<file path="src/rtl/rom_read_arbiter.sv">
// Round-robin burst read arbiter sharing one synchronous ROM between two
// requesters (port 0: instruction fetch, port 1: debug/DMA loader).
// The ROM registers its output one cycle after sampling rom_addr, so a
// one-stage valid/last pipeline tracks which beat the returned word belongs to.
module rom_read_arbiter #(
  parameter int ADDR_W = 13,
  parameter int DATA_W = 32
) (
  input  logic              HCLK,
  input  logic              HRESETn,
  input  logic              req_valid0,
  output logic              req_ready0,
  input  logic [ADDR_W-1:0] req_addr0,
  input  logic [3:0]        req_len0,
  output logic              rsp_valid0,
  output logic              rsp_last0,
  input  logic              req_valid1,
  output logic              req_ready1,
  input  logic [ADDR_W-1:0] req_addr1,
  input  logic [3:0]        req_len1,
  output logic              rsp_valid1,
  output logic              rsp_last1,
  output logic [DATA_W-1:0] rsp_data,
  output logic [ADDR_W-1:0] rom_addr,
  input  logic [DATA_W-1:0] rom_data,
  output logic              busy,
  output logic              grant_id
);

  typedef enum logic {IDLE, BURST} state_t;

  state_t            state, state_nxt;
  logic [ADDR_W-1:0] rom_addr_nxt;
  logic [3:0]        remaining, remaining_nxt;
  logic              grant_nxt;
  logic              last_grant, last_grant_nxt;
  logic              pipe_valid, pipe_valid_nxt;
  logic              pipe_last, pipe_last_nxt;
  logic              sel;

  // State register: all control state, cleared asynchronously.
  // NOTE: sequential state uses non-blocking (<=) so every flop samples the
  // pre-edge values; blocking here would create order-dependent races.
  always_ff @(posedge HCLK or negedge HRESETn) begin
    if (!HRESETn) begin
      state      <= IDLE;
      rom_addr   <= '0;
      remaining  <= '0;
      grant_id   <= 1'b0;
      last_grant <= 1'b1;  // port 0 wins the first contention
      pipe_valid <= 1'b0;
      pipe_last  <= 1'b0;
    end else begin
      state      <= state_nxt;
      rom_addr   <= rom_addr_nxt;
      remaining  <= remaining_nxt;
      grant_id   <= grant_nxt;
      last_grant <= last_grant_nxt;
      pipe_valid <= pipe_valid_nxt;
      pipe_last  <= pipe_last_nxt;
    end
  end

  // Arbitration, address sequencing and beat pipeline next-state logic.
  // NOTE: every output of this block gets a default first so no path leaves
  // a signal unassigned, which would otherwise infer a latch.
  always_comb begin
    state_nxt      = state;
    rom_addr_nxt   = rom_addr;
    remaining_nxt  = remaining;
    grant_nxt      = grant_id;
    last_grant_nxt = last_grant;
    pipe_valid_nxt = 1'b0;
    pipe_last_nxt  = 1'b0;
    sel            = 1'b0;
    // A port yields only when the other is also asking and it won last time.
    req_ready0 = (state == IDLE) && req_valid0 && (!req_valid1 || last_grant != 1'b0);
    req_ready1 = (state == IDLE) && req_valid1 && (!req_valid0 || last_grant != 1'b1);

    case (state)
      IDLE: begin
        if (req_ready0 || req_ready1) begin
          sel            = req_ready1;
          rom_addr_nxt   = sel ? req_addr1 : req_addr0;
          remaining_nxt  = sel ? req_len1 : req_len0;
          grant_nxt      = sel;
          last_grant_nxt = sel;
          state_nxt      = BURST;
        end
      end
      BURST: begin
        // The ROM samples rom_addr on this edge; its word appears next cycle.
        pipe_valid_nxt = 1'b1;
        pipe_last_nxt  = (remaining == 4'd0);
        if (remaining != 4'd0) begin
          rom_addr_nxt  = rom_addr + 1'b1;  // wraps modulo 2^ADDR_W
          remaining_nxt = remaining - 4'd1;
        end else begin
          state_nxt = IDLE;
        end
      end
      default: state_nxt = IDLE;
    endcase
  end

  assign rsp_valid0 = pipe_valid && (grant_id == 1'b0);
  assign rsp_valid1 = pipe_valid && (grant_id == 1'b1);
  assign rsp_last0  = rsp_valid0 && pipe_last;
  assign rsp_last1  = rsp_valid1 && pipe_last;
  assign rsp_data   = rom_data;
  assign busy       = (state == BURST) || pipe_valid;

endmodule
</file>
<file path="config.mk">
export PLATFORM = sky130hd
export DESIGN_NAME = rom_read_arbiter
export DESIGN_NICKNAME = d
export VERILOG_FILES = /design/src/rtl/rom_read_arbiter.sv
export SDC_FILE = /design/constraint.sdc
export NUM_CORES = 1
export LEC_CHECK = 0
export ABC_CLOCK_PERIOD_IN_PS = 4200
export CORE_MARGIN = 3
export CORE_UTILIZATION = 39
export CTS_BUF_LIST = sky130_fd_sc_hd__clkbuf_2 sky130_fd_sc_hd__clkbuf_4 sky130_fd_sc_hd__clkbuf_8
export DETAILED_ROUTE_END_ITERATION = 10
export PLACE_DENSITY = 0.89
export SLEW_MARGIN = 40
export SYNTH_ARGS = -nofsm -noshare
export SYNTH_HDL_FRONTEND = slang
export SYNTH_SLANG_ARGS = --single-unit
</file>
<file path="constraint.sdc">
create_clock -name HCLK -period 4.2 [get_ports HCLK]
set_input_delay 1.05 -clock HCLK [delete_from_list [all_inputs] [get_ports HCLK]]
set_output_delay 1.05 -clock HCLK [all_outputs]
set_load 0.1 [all_outputs]
</file>
; After elaboration in Yosys (flattened, before gate mapping)
; Cells that the tools add are included.
[totals]
elab_cells = 45
output_inout_bits = 53
input_bits = 70
regBits = 22
[op_classes]
n_addsub = 2
n_reduce_logical = 18
n_eq_ne = 2
mux = 13
n_bitwise = 3
[op_table]
columns = cell, n
row1 = $mux 13, 3
row2 = $pmux 13 s2, 1
row3 = $add 13x1->13 const B, 1
row4 = $mux 4, 3
row5 = $logic_and 1x1->1, 8
row6 = $pmux 4 s2, 1
row7 = $logic_not 4->1, 1
row8 = $logic_or 1x1->1, 4
row9 = $mux 1, 4
row10 = $ne 2x1->1 const B, 2
row11 = $reduce_and 2->1, 2
row12 = $reduce_bool 4->1, 1
row13 = $sub 4x1->4 const B, 1
row14 = $not 1->1, 3
row15 = $logic_not 1->1, 2
row16 = $pmux 1 s2, 1

; Logic depth before layout (Yosys ltp)
; Gate-level depths: netlist of the first run.
[logic_depth]
depth_word = 6
ltp_mapped = 9
mapped_depth_nobuf = 7

; Worst setup path after synthesis of the first run
; Ideal clock, no wire load.
[synth_path]
path_kind = input -> output
startpoint = input port req_valid0
endpoint = output port req_ready0
cell_stages = 2
required_ns = 3.150
t_arrival_ns = 2.603
slack_ns = 0.547
n_path_buf = 0
cell_sequence = nand2_1 a21oi_1
[synth_via]
elab_chain_cells = 2
[synth_lines]
columns = item, line
row1 = start: declaration, 11  ; input logic req_valid0,
row2 = $logic_and 1x1->1 (2 in series), 77  ; req_ready0 = (state == IDLE) && req_valid0 && (!req_valid1 || last_grant != 1'b0);
row3 = end: declaration, 12  ; output logic req_ready0,
; No other way between the ends.

; Final worst setup path of the first run
[layout_path]
startpoint = input port req_valid1
endpoint = output port req_ready1
[layout_via]
elab_chain_cells = 2
[layout_lines]
columns = item, line
row1 = start: declaration, 17  ; input logic req_valid1,
row2 = $logic_and 1x1->1 (2 in series), 78  ; req_ready1 = (state == IDLE) && req_valid1 && (!req_valid0 || last_grant != 1'b1);
row3 = end: declaration, 18  ; output logic req_ready1,
; No other way between the ends.

==> key figures, run 1 <==
Outcome
  • Status: complete, no violations

Critical path
  • Largest delay share family, worst path: buffers and inverters
  • Critical path capture point type: output pin
  • Req. time, crit path: 3.15 ns
  • Setup CP Type: in2out
  • Flop2flop setup slack: 2.20 ns
  • CP max FO: 8
  • CP cell instances: clkdlybuf4s50_1 -> nor2b_1 -> nand2_2 -> inv_2 -> buf_12
  • Worst R2R End: rom_addr[0]
  • CP max stage delay: ~0.6 ns
  • CP max-delay cell: clkdlybuf4s50_1
  • FF-to-FF Start: state
  • Worst setup SP type: input pin
  • Number of buffers and inverters on the critical path: 3
  • R2R depth: 5
  • WP data arrival: around 2.5 ns

Place
  • Place WS: 0.695 ns
  • DP Area: a little under 2000 um2
  • Buffers on Ports: 58
  • Dpl cells: 270
  • GPL Wtd Cong: 0.877
  • Dpl hpwl: around 3400 um

Synth
  • Mapped Cells: 202
  • Synth Flop Type: dfrtp_1
  • Synth Warn #: 0
  • Synth Net Count: 275
  • Post-synth EDFFs: 0
  • Synth Register Bits: 22
  • Syn Std Cell Area: 1730 um2
  • Seq/Total Area, Yosys: 31.9%
  • Mean post-synth cell area: ~8.6 um2
  • Post-synth cell types: 53
  • Async SR Flop Fraction: 100%

Hold path
  • WHS Path Cells: 2
  • Worst hold path startpoint: last_grant
  • Type of the worst min-delay path: reg2reg
  • Worst hold endpoint: last_grant

Final layout
  • Fillcell total: about 420
  • Diodes inserted: 0
  • Area Overhead vs Synth: 19.2%
  • Layout cells sized above 1: 18.8%
  • Finished Layout Cells: 274
  • Final instance area: 2060 um2
  • Final Util: 49.7%
  • Nets: 298

Detailed routing
  • Drt drc: 0
  • Detailed-route via count: 1554
  • Final ANT Viol Nets: 0
  • Initial DRT Pass Iterations: 4
  • Vias per inst: 5.67
  • DRT iter0 DRCs: 96
  • Final WL: 4610 um
  • Routed wire per std cell: 16.8 um

Floorplanning
  • Die Wd: 72.6 um
  • Die Y-Extent: 72.6 um
  • Ports: 123
  • Area of the core: 4140 um2
  • # rows: 23
  • Die ar.: around 5300 um2
  • Initial core utilization: 41.7%

Pwr
  • Pleak: roughly 0.9 nW
  • Max VDD drop: 0.000455 V
  • Pwr Total: 2.05 mW
  • Pwr dens: just under 1000 nW/um2

STA
  • Period Utilization, post-route: between 80% and 90%
  • Relative slew slack: between 60 and 70%
  • RSZ-0062 raised after global routing: no
  • Final min period: 3.54 ns
  • Final hold violations: 0
  • Final Setup Violations: 0
  • Setup Skew: 0.00586 ns
  • Least-Margin Pin Slew: 0.503 ns
  • Final Hold Slack: 0.543 ns
  • Setup TNS: 0 ns
  • Slew Viols, Final: 0
  • Fmax: 282 MHz
  • Worst setup margin: 0.655 ns

CTS
  • # H-tree levels: 1
  • Clk buf depth: 2
  • CTS tree: done
  • Root Buffer: clkbuf_8
  • Post-CTS Setup Bufs: 0
  • Clock transition at the registers of the reported paths: 0.08 ns
  • Cts repair resizes: 0
  • Sink Count: 22
  • Clk_lat worst skew: 0.27 ns
  • CTS Buf Count: 3
  • # hold bufs at CTS: 0

Global routing
  • Initial antenna violation count: 0
  • Vias in the first global route: approximately 1500
  • Largest net degree at the start of global routing: 28
  • GRT Overall Usage: 17.2%
  • First-pass GRT wire length: roughly 7000 um
  • Overflow after GRT: 0

Flow run
  • Max_cap viols: 0
cell usage in the layout, fill, tap and decap left out, drive strengths merged, types with 5 or more instances in the layout:
| master | Yosys | routed |
|---|---|---|
| clkdlybuf4s50 | 0 | 36 |
| buf | 41 | 25 |
| nor4 | 5 | 5 |
| o21ai | 16 | 16 |
| nor2 | 11 | 11 |
| a21oi | 9 | 9 |
| dfrtp | 21 | 21 |
| and3 | 11 | 11 |
| nand3 | 6 | 6 |
| inv | 9 | 9 |
| nand2 | 15 | 15 |
worst reg2reg max path, cell delays in order (launching register included):
cell and delay, ns:
dfrtp_2 0.69, and4bb_4 0.36, or2_1 0.29, buf_4 0.28, a211oi_1 0.09, o31ai_2 0.20
cell usage after synthesis, types with 2 or more instances:
master	instances	area share (%)
a211oi_1	3	1.3
a222oi_1	2	1.2
nand4_1	3	1.1
o21ai_1	15	4.3
mux2i_1	4	2.3
a221oi_1	2	1.0
inv_1	7	1.5
nor2_1	11	2.4
a31oi_1	2	0.72
a22oi_1	2	0.87
o22ai_1	4	1.4
nor2b_1	2	0.72
and3_1	11	4.0
o21a_1	2	0.87
buf_4	32	14
clkbuf_1	2	0.43
buf_6	4	2.6
a21oi_1	8	2.3
nand2_1	14	3.0
a311oi_1	3	1.5
nor4_1	5	1.8
nand3_1	6	1.7
ha_1	3	2.2
nor3_1	3	0.87
buf_2	4	1.2
dfrtp_1	21	30
where the power goes:
| group | internal [mW] | total, mW | switching [mW] |
|---|---|---|---|
| Sequential | 0.328 | 0.495 | 0.167 |
| Combinational | 0.344 | 1.36 | 1.01 |
| Clock | 0.127 | 0.199 | 0.0715 |
flip-flops by register name (all words and copies together), names as in the netlist:
signal      count
grant_id        1
last_grant      1
pipe_last       1
pipe_valid      1
remaining       4
rom_addr       13
state           1
kinds of logic after synthesis:
| group | after synthesis | share of synthesized area [%] |
|---|---|---|
| AOI/OAI and AO/OA | 54 | 21.7 |
| adders and majority gates | 3 | 2.17 |
| xor gates and xnor gates | 1 | 0.507 |
| buffers and inverters | 52 | 20.4 |
| and+or+nand+nor | 65 | 20.3 |
| muxes | 5 | 2.97 |
| DFF | 22 | 31.9 |
per-layer routing:
metal  wire length, um  track usage, %  vias up
li1                  -               -      743
met1              1960            23.5      724
met2              2140            28.2       78
met3               426            2.34        9
met4                77            5.74        0
met5                 0               0        -
final cells by class:
cell class              instances  area (um2)  area share [%]
inverters                       9        36.3            1.76
clock inverters                 1        30.0            1.46
multi-input cells             128         825            40.0
well taps                      50        62.6            3.04
clock buffers                   3        41.3            2.00
flip-flops and latches         22         553            26.8
repair buffers                 61         513            24.9
worst max path at each step:
stage	cells past startpoint	endpoint	slack [ns]	startpoint
2_1_floorplan	2	req_ready0	0.55	req_valid0
3_3_place_gp	5	req_ready1	0.76	req_valid1
3_5_place_dp	5	req_ready1	0.69	req_valid1
4_1_cts	5	req_ready1	0.65	req_valid1
5_1_grt	5	req_ready1	0.56	req_valid1
6_report	5	req_ready1	0.66	req_valid1
No activity file was read; power rests on OpenSTA's default activity.
==> run 2: changes to the inputs <==
ABC_CLOCK_PERIOD_IN_PS = 3500   (was 4200)
CORE_UTILIZATION = 36   (was 39)
PLACE_DENSITY = 0.83   (was 0.89)
clock period = 3.5 ns   (was 4.2 ns; I/O delays follow)
==> run 2 against run 1 <==
Count of clock-buffer cells in the layout rose by 1; clock skew fell by 0.0047 ns; sequential power rose by 19%; global-route usage fell by 1.2 points; worst hold slack got worse by 0.022 ns; sequential share of layout area fell by 0.65 points; worst setup slack got worse by 0.34 ns; first-iteration DRC count rose by 88%; total power rose by 21%; largest power group unchanged.
==> key figures, run 2 (same netlist as run 1, synthesis figures left out) <==
Outcome
  • Status: complete, no violations

Critical path
  • Flop2flop setup slack: 1.25 ns
  • Worst setup SP type: input pin
  • WP data arrival: 2.31 ns
  • Setup CP Type: in2out
  • Worst R2R End: rom_addr[0]
  • FF-to-FF Start: state
  • CP cell instances: clkdlybuf4s50_1 -> nor2b_1 -> nand2_2 -> inv_2 -> buf_12
  • Number of buffers and inverters on the critical path: 3
  • CP max FO: 8
  • Critical path capture point type: output pin
  • Largest delay share family, worst path: buffers and inverters
  • CP max stage delay: 0.59 ns
  • R2R depth: 5
  • CP max-delay cell: clkdlybuf4s50_1
  • Req. time, crit path: 2.62 ns

STA
  • RSZ-0062 raised after global routing: no
  • Period Utilization, post-route: 90.9%
  • Worst setup margin: 0.317 ns
  • Setup TNS: 0 ns
  • Final Setup Violations: 0
  • Least-Margin Pin Slew: 0.616 ns
  • Fmax: ~310 MHz
  • Setup Skew: 0.00117 ns
  • Slew Viols, Final: 0
  • Final min period: 3.18 ns
  • Final hold violations: 0
  • Relative slew slack: 58.9%

Detailed routing
  • Routed wire per std cell: 16.0 um
  • Vias per inst: 5.77
  • Detailed-route via count: 1599
  • Drt drc: 0
  • Initial DRT Pass Iterations: 5
  • Final WL: 4440 um
  • Final ANT Viol Nets: 0
  • DRT iter0 DRCs: 180

Floorplanning
  • Die Y-Extent: 75.3 um
  • Die Wd: 75.3 um
  • # rows: 24
  • Die ar.: 5670 um2
  • Initial core utilization: 38.4%
  • Area of the core: between 4000 and 5000 um2
  • Ports: 123

Pwr
  • Max VDD drop: 0.000491 V
  • Pwr dens: 1170 nW/um2
  • Pleak: about 0.91 nW

Final layout
  • Commonest non-fill, non-tap cell in the layout: clkdlybuf4s50_1
  • Most frequent cells in the layout: clkdlybuf4s50_1, buf_4, dfrtp_1, o21ai_1, nand2_1
  • Layout cells sized above 1: 19.1%
  • Final Util: 46.9%
  • Most flop-heavy register: rom_addr
  • Largest register FFs: 13
  • Top Registers: rom_addr x13, remaining x4
  • Finished Layout Cells: about 280
  • Area Overhead vs Synth: 22.1%
  • Nets: 299
  • Diodes inserted: 0

CTS
  • Root Buffer: clkbuf_8
  • Cts repair resizes: 0
  • # hold bufs at CTS: 0
  • # H-tree levels: 1
  • Clock transition at the registers of the reported paths: ~0.080 ns
  • CTS Buf Count: 3
  • Clk_lat worst skew: 0.27 ns
  • Sink Count: 22
  • CTS tree: done
  • Post-CTS Setup Bufs: 0
  • Clk buf depth: 2

Global routing
  • Largest net degree at the start of global routing: 28
  • First-pass GRT wire length: 7000 um
  • Initial antenna violation count: 0
  • GRT Overall Usage: between 15 and 20%
  • Vias in the first global route: ~1500
  • Overflow after GRT: 0

Hold path
  • Type of the worst min-delay path: reg2reg
  • WHS Path Cells: 2
  • Worst hold endpoint: last_grant
  • Worst hold path startpoint: last_grant

Flow run
  • Max_cap viols: 0

Place
  • Place WS: 0.342 ns
  • Buffers on Ports: 58
  • Dpl hpwl: 3290 um
  • Dpl cells: 273
  • GPL Wtd Cong: roughly 0.84
-- run 2: metal layers --
layer  vias up  share of wire, %  GRT usage, %  routed length [um]
met5         -                 0             0                   0
met4         0              0.81          5.44                  36
met3         6                12          3.83                 525
met2       106                42          22.9                1880
met1       737                45          23.6                2000
li1        750                 -             -                   -
-- run 2: worst max path at each step --
stage,startpoint,endpoint,slack (ns),cells past startpoint
2_1_floorplan,req_valid0,req_ready0,0.20,2
3_3_place_gp,req_valid1,req_ready1,0.40,5
3_5_place_dp,req_valid1,req_ready1,0.34,5
4_1_cts,req_valid1,req_ready1,0.34,5
5_1_grt,req_valid1,req_ready1,0.27,5
6_report,req_valid1,req_ready1,0.32,5
-- run 2: area by class of cell --
cell class / instances / area (um2)
Tap cell: 52 / 65.1
Fill cell: 448 / 2390
Sequential cell: 22 / 553
Timing Repair Buffer: 62 / 578
Multi-Input combinational cell: 128 / 825
Inverter: 9 / 36.3
Clock buffer: 4 / 55.1
-- run 2: metrics by stage --
step / area [um2] / power (mW) / hold slack, ns
floorplan: 1730 / 2.10 / 0.374
global placement: 2060 / 2.25 / 0.501
detailed placement: 2060 / 2.29 / 0.511
CTS: 2110 / 2.48 / 0.523
global route: 2110 / 2.64 / 0.570
finish: 2110 / 2.48 / 0.520
-- run 2: worst register-to-register path: stages, from the launching register on --
cell and delay [ns]:
dfrtp_2 0.69, and4bb_4 0.36, or2_1 0.51, inv_4 0.17, and3_1 0.24, o31ai_2 0.20
-- run 2: report_power, final --
group	total (mW)	switching [mW]	leakage (nW)	internal, mW
combinational	1.70	1.22	0.624	0.481
clock	0.190	0.0895	0.0288	0.100
sequential	0.589	0.196	0.254	0.393
